`src/rtl/dmem_stage_ctrl.sv`:
```
// dmem_stage_ctrl: memory-stage request/grant/response sequencer.
// Optional access timeout enabled by defining DMEM_CTRL_TIMEOUT_EN.
module dmem_stage_ctrl #(
    parameter int TIMEOUT_CYCLES = 255,
    parameter int CNT_W          = 8
) (
    input  logic        clk,
    input  logic        rst,
    input  logic        memr_in,
    input  logic        memw_in,
    input  logic        flush,
    input  logic        dmem_gnt,
    input  logic        dmem_rvalid,
    output logic        dmem_req,
    output logic        dmem_we,
    output logic        pipe_enable,
    output logic        mem_done,
    output logic        busy,
    output logic [31:0] stall_cycles,
    output logic        timeout_err
);

    typedef enum logic [1:0] {
        IDLE,
        REQ,
        RESP
    } state_t;

    state_t state;
    logic   we_q;
    logic   kill_q;
    logic   mem_op;
    logic   to_hit;

    // The wait counter must be able to reach the timeout limit.
    if ((1 << CNT_W) <= TIMEOUT_CYCLES) begin : g_cfg_chk
        $error("dmem_stage_ctrl: CNT_W too small for TIMEOUT_CYCLES");
    end

    assign mem_op = memr_in | memw_in;
    assign busy   = (state != IDLE);

`ifdef DMEM_CTRL_TIMEOUT_EN
    localparam logic [CNT_W-1:0] TO_LIMIT = CNT_W'(TIMEOUT_CYCLES - 1);

    logic [CNT_W-1:0] wait_cnt;
    logic             terr_q;

    // Limit reached with no completing response in this cycle.
    assign to_hit = (wait_cnt == TO_LIMIT) &&
                    ((state == REQ) ||
                     ((state == RESP) && !dmem_rvalid));

    assign timeout_err = terr_q;

    // Wait counter runs in REQ/RESP; error is sticky until reset.
    always_ff @(posedge clk or negedge rst) begin
        if (!rst) begin
            wait_cnt <= '0;
            terr_q   <= 1'b0;
        end else begin
            if (state == IDLE)
                wait_cnt <= '0;
            else
                wait_cnt <= wait_cnt + 1'b1;
            if (to_hit)
                terr_q <= 1'b1;
        end
    end
`else
    assign to_hit      = 1'b0;
    assign timeout_err = 1'b0;
`endif

    // Handshake outputs and the pipeline freeze.
    always_comb begin
        dmem_req    = 1'b0;
        pipe_enable = 1'b0;
        mem_done    = 1'b0;
        unique case (state)
            IDLE: pipe_enable = !mem_op | flush;
            REQ: begin
                dmem_req    = !to_hit;
                pipe_enable = to_hit;
            end
            RESP: begin
                pipe_enable = dmem_rvalid | to_hit;
                mem_done    = dmem_rvalid & !kill_q & !flush;
            end
            default: pipe_enable = 1'b0;
        endcase
        dmem_we = dmem_req & we_q;
    end

    // Access sequencer; a load+store flag pair is taken as a store.
    always_ff @(posedge clk or negedge rst) begin
        if (!rst) begin
            state  <= IDLE;
            we_q   <= 1'b0;
            kill_q <= 1'b0;
        end else begin
            unique case (state)
                IDLE: begin
                    if (mem_op && !flush) begin
                        state  <= REQ;
                        we_q   <= memw_in;
                        kill_q <= 1'b0;
                    end
                end
                REQ: begin
                    if (flush)
                        kill_q <= 1'b1;
                    if (to_hit)
                        state <= IDLE;
                    else if (dmem_gnt)
                        state <= RESP;
                end
                RESP: begin
                    if (flush)
                        kill_q <= 1'b1;
                    if (dmem_rvalid || to_hit)
                        state <= IDLE;
                end
                default: state <= IDLE;
            endcase
        end
    end

    // Saturating count of frozen cycles.
    always_ff @(posedge clk or negedge rst) begin
        if (!rst)
            stall_cycles <= '0;
        else if (!pipe_enable && (stall_cycles != 32'hFFFF_FFFF))
            stall_cycles <= stall_cycles + 32'd1;
    end

endmodule

```
`config.mk`:
```
export PLATFORM = sky130hd
export DESIGN_NAME = dmem_stage_ctrl
export DESIGN_NICKNAME = d
export VERILOG_FILES = /design/src/rtl/dmem_stage_ctrl.sv
export SDC_FILE = /design/constraint.sdc
export NUM_CORES = 1
export LEC_CHECK = 0
export BUFFER_PORTS_ARGS = -buffer_cell sky130_fd_sc_hd__buf_2
export CAP_MARGIN = 20
export CORE_UTILIZATION = 48
export DETAILED_ROUTE_END_ITERATION = 8
export PLACE_DENSITY = 0.75
export SLEW_MARGIN = 20
export SYNTH_ARGS = -nofsm -noshare
export SYNTH_HDL_FRONTEND = slang
export SYNTH_SLANG_ARGS = --single-unit
```
`constraint.sdc`:
```
create_clock -name clk -period 2 [get_ports clk]
set_input_delay 0.3 -clock clk [delete_from_list [all_inputs] [get_ports clk]]
set_output_delay 0.3 -clock clk [all_outputs]
set_load 0.03 [all_outputs]
```
After elaboration in Yosys (flattened, before gate mapping)
Cells that the tools add are included.
{"block": "word_totals", "latchBits": 0, "reg_bits": 36, "romBits": 0, "in_bits": 7, "mem_bits_rw": 0, "word_cells": 40, "memories": 0, "output_inout_bits": 38}
{"block": "op_classes", "div_mod_pow": 0, "bitwise_logic": 5, "n_reduce_logical": 13, "add_sub_neg": 1, "n_mux": 10, "shifts": 0, "eq_ne": 7, "magnitude_cmp": 0, "mul": 0}
{"operator": "adder 32 x 1 -> 32 bit, second input constant", "count": 1}
{"operator": "!= test 32 bit, second input constant", "count": 1}
{"operator": "two-way mux 2 bit", "count": 3}
{"operator": "!= test 2 bit, second input constant", "count": 3}
{"operator": "case mux 2 bit (3 select lines)", "count": 1}
{"operator": "AND reduction 3 bit", "count": 2}
{"operator": "logical NOT 1 bit", "count": 4}
{"operator": "two-way mux 1 bit", "count": 4}
{"operator": "case mux 1 bit (2 select lines)", "count": 2}
{"operator": "nonzero test 2 bit", "count": 2}
{"operator": "bitwise AND 1 bit", "count": 3}
{"operator": "== test 2 x 1 -> 1 bit, second input constant", "count": 1}
{"operator": "== test 2 bit, second input constant", "count": 1}
{"operator": "logical AND 1 bit", "count": 2}
{"operator": "logical NOT 2 bit", "count": 1}
{"operator": "!= test 2 x 1 -> 1 bit, second input constant", "count": 1}
{"operator": "bitwise OR 1 bit", "count": 2}
{"operator": "AND reduction 2 bit", "count": 1}
{"operator": "OR reduction 2 bit", "count": 1}

Logic depth before layout (Yosys ltp)
Gate-level depths: netlist of run 1.
{"block": "logic_depth", "depth_word": 6, "depth_mapped": 8, "ltp_nobuf": 8}

Worst setup path before layout of run 1
OpenSTA, ideal clock, no wires.
{"block": "synth_path", "kind": "register to register", "from": "register stall_cycles[0]", "to": "register stall_cycles[1]", "path_buffers": 0, "setup_ns": 0.125, "stages_incl_launch_ff": 6, "t_required_ns": 1.875, "setup_slack_ns": -0.158, "period_less_slack_ns": 2.158, "arrival_ns": 2.033, "cell_sequence": "dfrtp_1 > ha_1 > nand4_1 > nor3_1 > a31oi_1 > mux2_2"}
{"block": "synth_between", "elab_chain_len": 2, "elab_cells_between_ends": 3}
{"element": "from (decl)", "line": "19", "source": "output logic [31:0] stall_cycles,"}
{"element": "from (signal assigned)", "line": "134", "source": "stall_cycles <= stall_cycles + 32'd1;"}
{"element": "branches (longest 2 deep; another with adder 32 x 1 -> 32 bit)"}
Several ways; the timed one is not identified.
A chain may end at the register's enable or synchronous reset.

Worst setup path in the final report of run 1
{"block": "layout_path", "from": "register stall_cycles[14]", "to": "register stall_cycles[18]"}
The elaborated chain is that of the path after synthesis.

==> results of run 1 <==
[cell usage after synthesis, drive strengths merged, types with 2 or more instances]
cell	instances
a21oi	2
and2	2
and3	3
and4	2
dfrtp	36
ha	6
inv	9
mux2	4
nand2	17
nand3	21
nand3b	2
nand4	13
nor2	12
nor3	8
nor4	4
o21ai	3
or4	2
xnor2	19
xor2	7
[layout make-up]
cell class / count / area (sq um) / area share [%]
clock buffer: 8 / 90.09 / 3.591
inverter: 9 / 36.28 / 1.446
multi-input combinational: 137 / 1021 / 40.70
sequential: 36 / 915.9 / 36.51
tap: 48 / 60.06 / 2.394
timing repair buffer: 65 / 385.4 / 15.36
[timing repair]
| item | in CTS | in global routing |
|---|---|---|
| buffers inserted | 1 | 1 |
| hold buffers | 1 | 0 |
| gates resized for setup | 0 | 7 |
| pin swaps | 0 | 1 |
| endpoints found under the setup margin | 1 | 21 |
| endpoints found under the hold margin | 18 | 0 |
[per-layer routing]
metal	track usage, %	vias up	part of all wire [%]
met2	35.05	38	47
met3	4.861	8	4.3
met4	10.05	0	1.9
met1	26.72	756	47
met5	0	-	0
li1	-	793	-
[path summary, 6_finish.rpt]
kind                       depth (start not counted)  slack (ns)             start                to
max in group asynchronous                          3        1.01               rst  stall_cycles[12]
min reg2reg                                        1        0.49  stall_cycles[17]  stall_cycles[17]
max                                                5        0.07  stall_cycles[14]  stall_cycles[18]
min                                                2        0.26           memw_in              we_q
min in group asynchronous                          2        0.49               rst  stall_cycles[28]
max reg2reg                                        5        0.07  stall_cycles[14]  stall_cycles[18]
[sequential cells by signal (all words and copies together), names as in the netlist]
signal	flops
kill_q	1
state	2
we_q	1
stall_cycles	32
[cell families after synthesis]
kind of cell             after synthesis  synth area share [%]
AO/OA/AOI/OAI                         12                 5.315
XOR/XNOR                              26                 11.80
adder cells (fa/ha/maj)                6                 3.888
buffers and inverters                 10                 2.139
flip-flops                            36                 46.66
multiplexers                           5                 2.851
other                                  1                0.1942
AND/OR/NAND/NOR                       87                 27.15
[critical path, delay by kind of cell (launching register included)]
kind / cells / cell delay (ns)
AOI/OAI and AO/OA: 1 / 0.44
and+or+nand+nor: 3 / 0.80
xor gates and xnor gates: 1 / 0.16
DFF: 1 / 0.41
[power breakdown]
part           total (mW)  internal [mW]  leakage [nW]  switching [mW]
sequential          0.964          0.846         0.455           0.118
clock               0.523          0.281        0.0455           0.243
combinational       0.946          0.367         0.706           0.579
[cell usage in the layout (no fill, tap or decap), types with 6 or more instances in the layout]
cell,synthesis,routed
buf_2,0,42
dfrtp_1,36,24
buf_4,1,21
nand3_1,19,19
xnor2_1,19,19
nand2_1,17,16
nand4_1,12,12
nor2_1,12,12
dfrtp_2,0,12
inv_1,8,7
xor2_1,7,7
nor3_1,7,6
clkbuf_8,0,6
==> results.cfg, run 1 <==
[placement]
io_buffers = 43
dp_cells = 292
pre_cts_slack_ns = 0.06225
place_congestion = 0.8210
placement.cell_area_sq_um = 2371
hpwl_um = 3152

[logic_synthesis]
yosys_warnings = 0
async_flop_share_pct = 100.0
seq_area_frac_synth_pct = 46.66
syn_nets = 196
avgSynthCellArea_sq_um = 10.55
netlist_area_sq_um = 1931
yosys.area.top_type = dfrtp_1
synth_area_leaders = dfrtp_1, xnor2_1, nand3_1
yosysTopAreaCellShare_pct = 46.66
synth_seq_cells = 36
synthDistinctLibCells = 37
synthCells = 183
synth_edf_count = 0
synth-main-ff-cell = dfrtp_1

[timing]
max_slew.worst_pin.slew_ns = 0.5265
slew_headroom_pct = 64.90
post-route-period-util_pct = 96.64
max_freq_mhz = 517.4
period_minus_slack_ns = 1.933
rsz0062_at_grt = false
fin_hold_ws_ns = 0.2571
final_hold_viol_count = 0
maxSlewViolCount = 0
fin_ws_ns = 0.06726
timing.setup.tns_ns = 0
setup-violations-final = 0
clock-skew-final_ns = 0.003627

[pwr]
p_total_mw = 2.434
power_leakage_nw = 1.207
power_density_nw_per_um2 = 970.1
ir_drop_mv = 0.7597

[final_layout]
fin_util_pct = 66.52
layout.nets = 267
n_antenna_cell = 0
final_cells = 303
fin_area_sq_um = 2509
syn_to_final_growth_pct = 29.94
drive_gt1_share_pct = 40.39
fillers = 294

[grt]
antenna_found_initial = 0
grt_first_pass_wirelength_um = 6817
grt_use_total_pct = 21.43
overflow = 0
grt_max_degree = 21
first_global_vias = 1507

[worst_hold_path]
min_path_type = in -> reg

[die]
die_w_um = 65.42
core_area_sq_um = 3771
ios = 45
die_area_sq_um = 4280
initial_core_util_pct = 51.19
fp.dieH_um = 65.42
rows = 22

[cts]
tritoncts = yes
cts_max_level = 2
numCtsBuffers = 5
clock-sinks = 36
worstSkewPairLatency_ns = 0.29
cts.reportedPaths.clkPinSlew_ns = 0.07
clockBufferDepth = 2
cts-root-buf = clkbuf_8

[route]
drc = 0
wl_um = 3986
vias_per_cell = 5.264
via_count = 1595
wl_per_cell_um = 13.16
drtIter0Drc = 29
first_pass_iters = 4
ant_nets = 0

[setup_path]
critPathLaunchType = flip-flop
crit_path_max_incr_delay_ns = 0.59
cp_max_fo = 6
worstPathArrival_ns = 2.10
critical_path_class = reg -> reg
crit_chain = nand3_2 > or4_4 > o311ai_4 > nor3_1 > xor2_1
end_kind = flip-flop
crit_slowest_cell = or4_4
required_ns = 2.17

[outcome]
outcome = completed

[flow_run]
maxCapViolCount = 0
(Power assumes the default switching activity.)
==> run 2, diff against run 1 <==
--- a/config.mk
+++ b/config.mk
@@ -5,11 +5,13 @@
 export SDC_FILE = /design/constraint.sdc
 export NUM_CORES = 1
 export LEC_CHECK = 0
+export ABC_AREA = 1
 export BUFFER_PORTS_ARGS = -buffer_cell sky130_fd_sc_hd__buf_2
 export CAP_MARGIN = 20
-export CORE_UTILIZATION = 48
+export CORE_UTILIZATION = 50
 export DETAILED_ROUTE_END_ITERATION = 8
-export PLACE_DENSITY = 0.75
+export PLACE_DENSITY = 0.76
+export SETUP_SLACK_MARGIN = 0.1
 export SLEW_MARGIN = 20
 export SYNTH_ARGS = -nofsm -noshare
 export SYNTH_HDL_FRONTEND = slang
==> run 2 against run 1 <==
  * Clock skew is 0.0044 ns higher
  * Register-to-register slack better by 0.17 ns
  * Wire length is 42% higher
  * Worst setup slack better by 0.17 ns
  * Total power is 6.1% higher
  * Sequential share of layout area is 5.3 points lower
==> results.cfg, run 2 <==
[timing]
post-route-period-util_pct = 87.99
setup-violations-final = 0
maxSlewViolCount = 0
timing.setup.tns_ns = 0
clock-skew-final_ns = 0.008033
slew_headroom_pct = 47.51
max_freq_mhz = 568.2
period_minus_slack_ns = 1.760
fin_hold_ws_ns = 0.08413
final_hold_viol_count = 0
max_slew.worst_pin.slew_ns = 0.7873
rsz0062_at_grt = false

[die]
core_area_sq_um = 4723
die_area_sq_um = 5204
fp.dieH_um = 72.14
initial_core_util_pct = 52.08
rows = 25
die_w_um = 72.14
ios = 45

[cts]
cts-root-buf = clkbuf_8
clockBufferDepth = 2
cts_max_level = 2
tritoncts = yes
cts.reportedPaths.clkPinSlew_ns = 0.07
clock-sinks = 36
ctsHoldBuffers = 0
numCtsBuffers = 5
worstSkewPairLatency_ns = 0.29

[logic_synthesis]
async_flop_share_pct = 100.0
synthDistinctLibCells = 29
synth-main-ff-cell = dfrtp_1
seq_area_frac_synth_pct = 36.62
synthCells = 371
netlist_area_sq_um = 2460
avgSynthCellArea_sq_um = 6.630
yosysTopAreaCellShare_pct = 36.62
synth_most_common_cell = nand2_1
syn_nets = 384
synth_area_leaders = dfrtp_1, nand2_1, nor2_1
synth_commonest_cells = nand2_1, nor2_1, dfrtp_1
synth_edf_count = 0
yosys.area.top_type = dfrtp_1
yosys_warnings = 0
synth_seq_cells = 36

[setup_path]
crit_buf_inv = 2
critPathTopFamily = simple AND/OR/NAND/NOR gates
critPathLaunchType = flip-flop
crit_chain = ha_2 > inv_2 > nor2_4 > nand2_2 > nor2_4 > nand2_4 > nand2_8 > inv_4 > nand2_1 > nand2_1
required_ns = 2.19
crit_slowest_cell = dfrtp_1
crit_path_max_incr_delay_ns = 0.41
critical_path_class = reg -> reg
end_kind = flip-flop
cp_max_fo = 22
worstPathArrival_ns = 1.95
rrSetupSlack_ns = 0.24

[final_layout]
final_cell_mix = nand2_1, nor2_1, buf_2
final-seq-area_sq_um = 900.9
largest_reg_flops = 32
layout.nets = 437
multi_input_area_sq_um = 1381
fin_util_pct = 61.03
drive_gt1_share_pct = 18.82
regMostFlops = stall_cycles
final_common_cell = nand2_1
n_antenna_cell = 0
syn_to_final_growth_pct = 17.19
fin_area_sq_um = 2883
fillers = 438
largestRegisters = stall_cycles: 32 flops, state: 2 flops

[pwr]
power_density_nw_per_um2 = 895.9
p_total_mw = 2.583
power_leakage_nw = 1.481
ir_drop_mv = 0.8813

[placement]
place_congestion = 0.9341
hpwl_um = 4158
io_buffers = 43
placement.cell_area_sq_um = 2724

[outcome]
outcome = completed

[grt]
grt_first_pass_wirelength_um = 9094
first_global_vias = 2067
antenna_found_initial = 0
grt_max_degree = 37
overflow = 0
grt_use_total_pct = 22.50

[route]
ant_nets = 0
wl_um = 5652
drc = 0
vias_per_cell = 4.862
wl_per_cell_um = 11.49
drtIter0Drc = 116
first_pass_iters = 4
via_count = 2392

[worst_hold_path]
min_path_type = in -> async

[flow_run]
maxCapViolCount = 0
## run 2: cell count changes after synthesis, moves of 3 or more
| cell | before | now |
|---|---|---|
| buf_6 | 0 | 4 |
| inv_1 | 8 | 33 |
| mux2_2 | 4 | 1 |
| nand2_1 | 17 | 172 |
| nand2_2 | 0 | 6 |
| nand4_1 | 12 | 6 |
| nor2_1 | 12 | 47 |
| nor2_2 | 0 | 6 |
| nor2_4 | 0 | 3 |
| nor3_1 | 7 | 1 |
| xnor2_1 | 19 | 3 |
## run 2: kinds of logic after synthesis
group | synth area share [%]
adder cells (fa/ha/maj) | 3.052
buffers and inverters | 7.782
AND/OR/NAND/NOR | 45.98
other | 0.1524
XOR/XNOR | 3.917
AO/OA/AOI/OAI | 2.035
flip-flops | 36.62
multiplexers | 0.4577
## run 2: per-stage QoR
step | setup slack [ns] | cells
floorplan | 0.2063 | 371
global placement | 0.2258 | 478
detailed placement | 0.1485 | 478
CTS | 0.1254 | 486
global route | 0.1194 | 492
finish | 0.2402 | 492
## run 2: final timing paths
check,startpoint,to,cells after the start
min in group clk,memw_in,we_q,2
worst min-delay path,rst,we_q,1
max in group asynchronous,rst,stall_cycles[22],1
worst max-delay path,stall_cycles[1],stall_cycles[14],10
worst max register to register,stall_cycles[1],stall_cycles[14],10
worst min register to register,kill_q,kill_q,2
## run 2: worst reg2reg max path, cell delays in order, from the launching register on
cell     delay (ns)
dfrtp_1        0.41
ha_2           0.25
inv_2          0.05
nor2_4         0.15
nand2_2        0.12
nor2_4         0.13
nand2_4        0.16
nand2_8        0.14
inv_4          0.10
nand2_1        0.09
nand2_1        0.05
## run 2: timing repair
item,in CTS,in global routing
endpoints found under the setup margin,0,22
hold endpoints to repair,0,0
buffers inserted,0,5
resized for setup,0,1
## run 2: power by group
group	switching [mW]	internal [mW]	total [mW]
clock network	0.259	0.370	0.629
logic	0.708	0.329	1.04
registers	0.0941	0.823	0.917
total	1.06	1.52	2.58
## run 2: cell type report
cell class | count | share of cell area, %
well taps | 67 | 2.908
repair buffers | 51 | 9.549
multi-input cells | 295 | 47.92
inverters | 35 | 4.644
flip-flops and latches | 36 | 31.25
clock buffers | 6 | 2.517
clock inverters | 2 | 1.215
## run 2: routing by layer
layer,global-route usage [%],vias to the layer above,wire length [um]
li1,-,1234,-
met1,30.45,1085,2693
met2,34.68,58,2531
met3,4.861,15,263
met4,10.02,0,163
met5,0,-,0
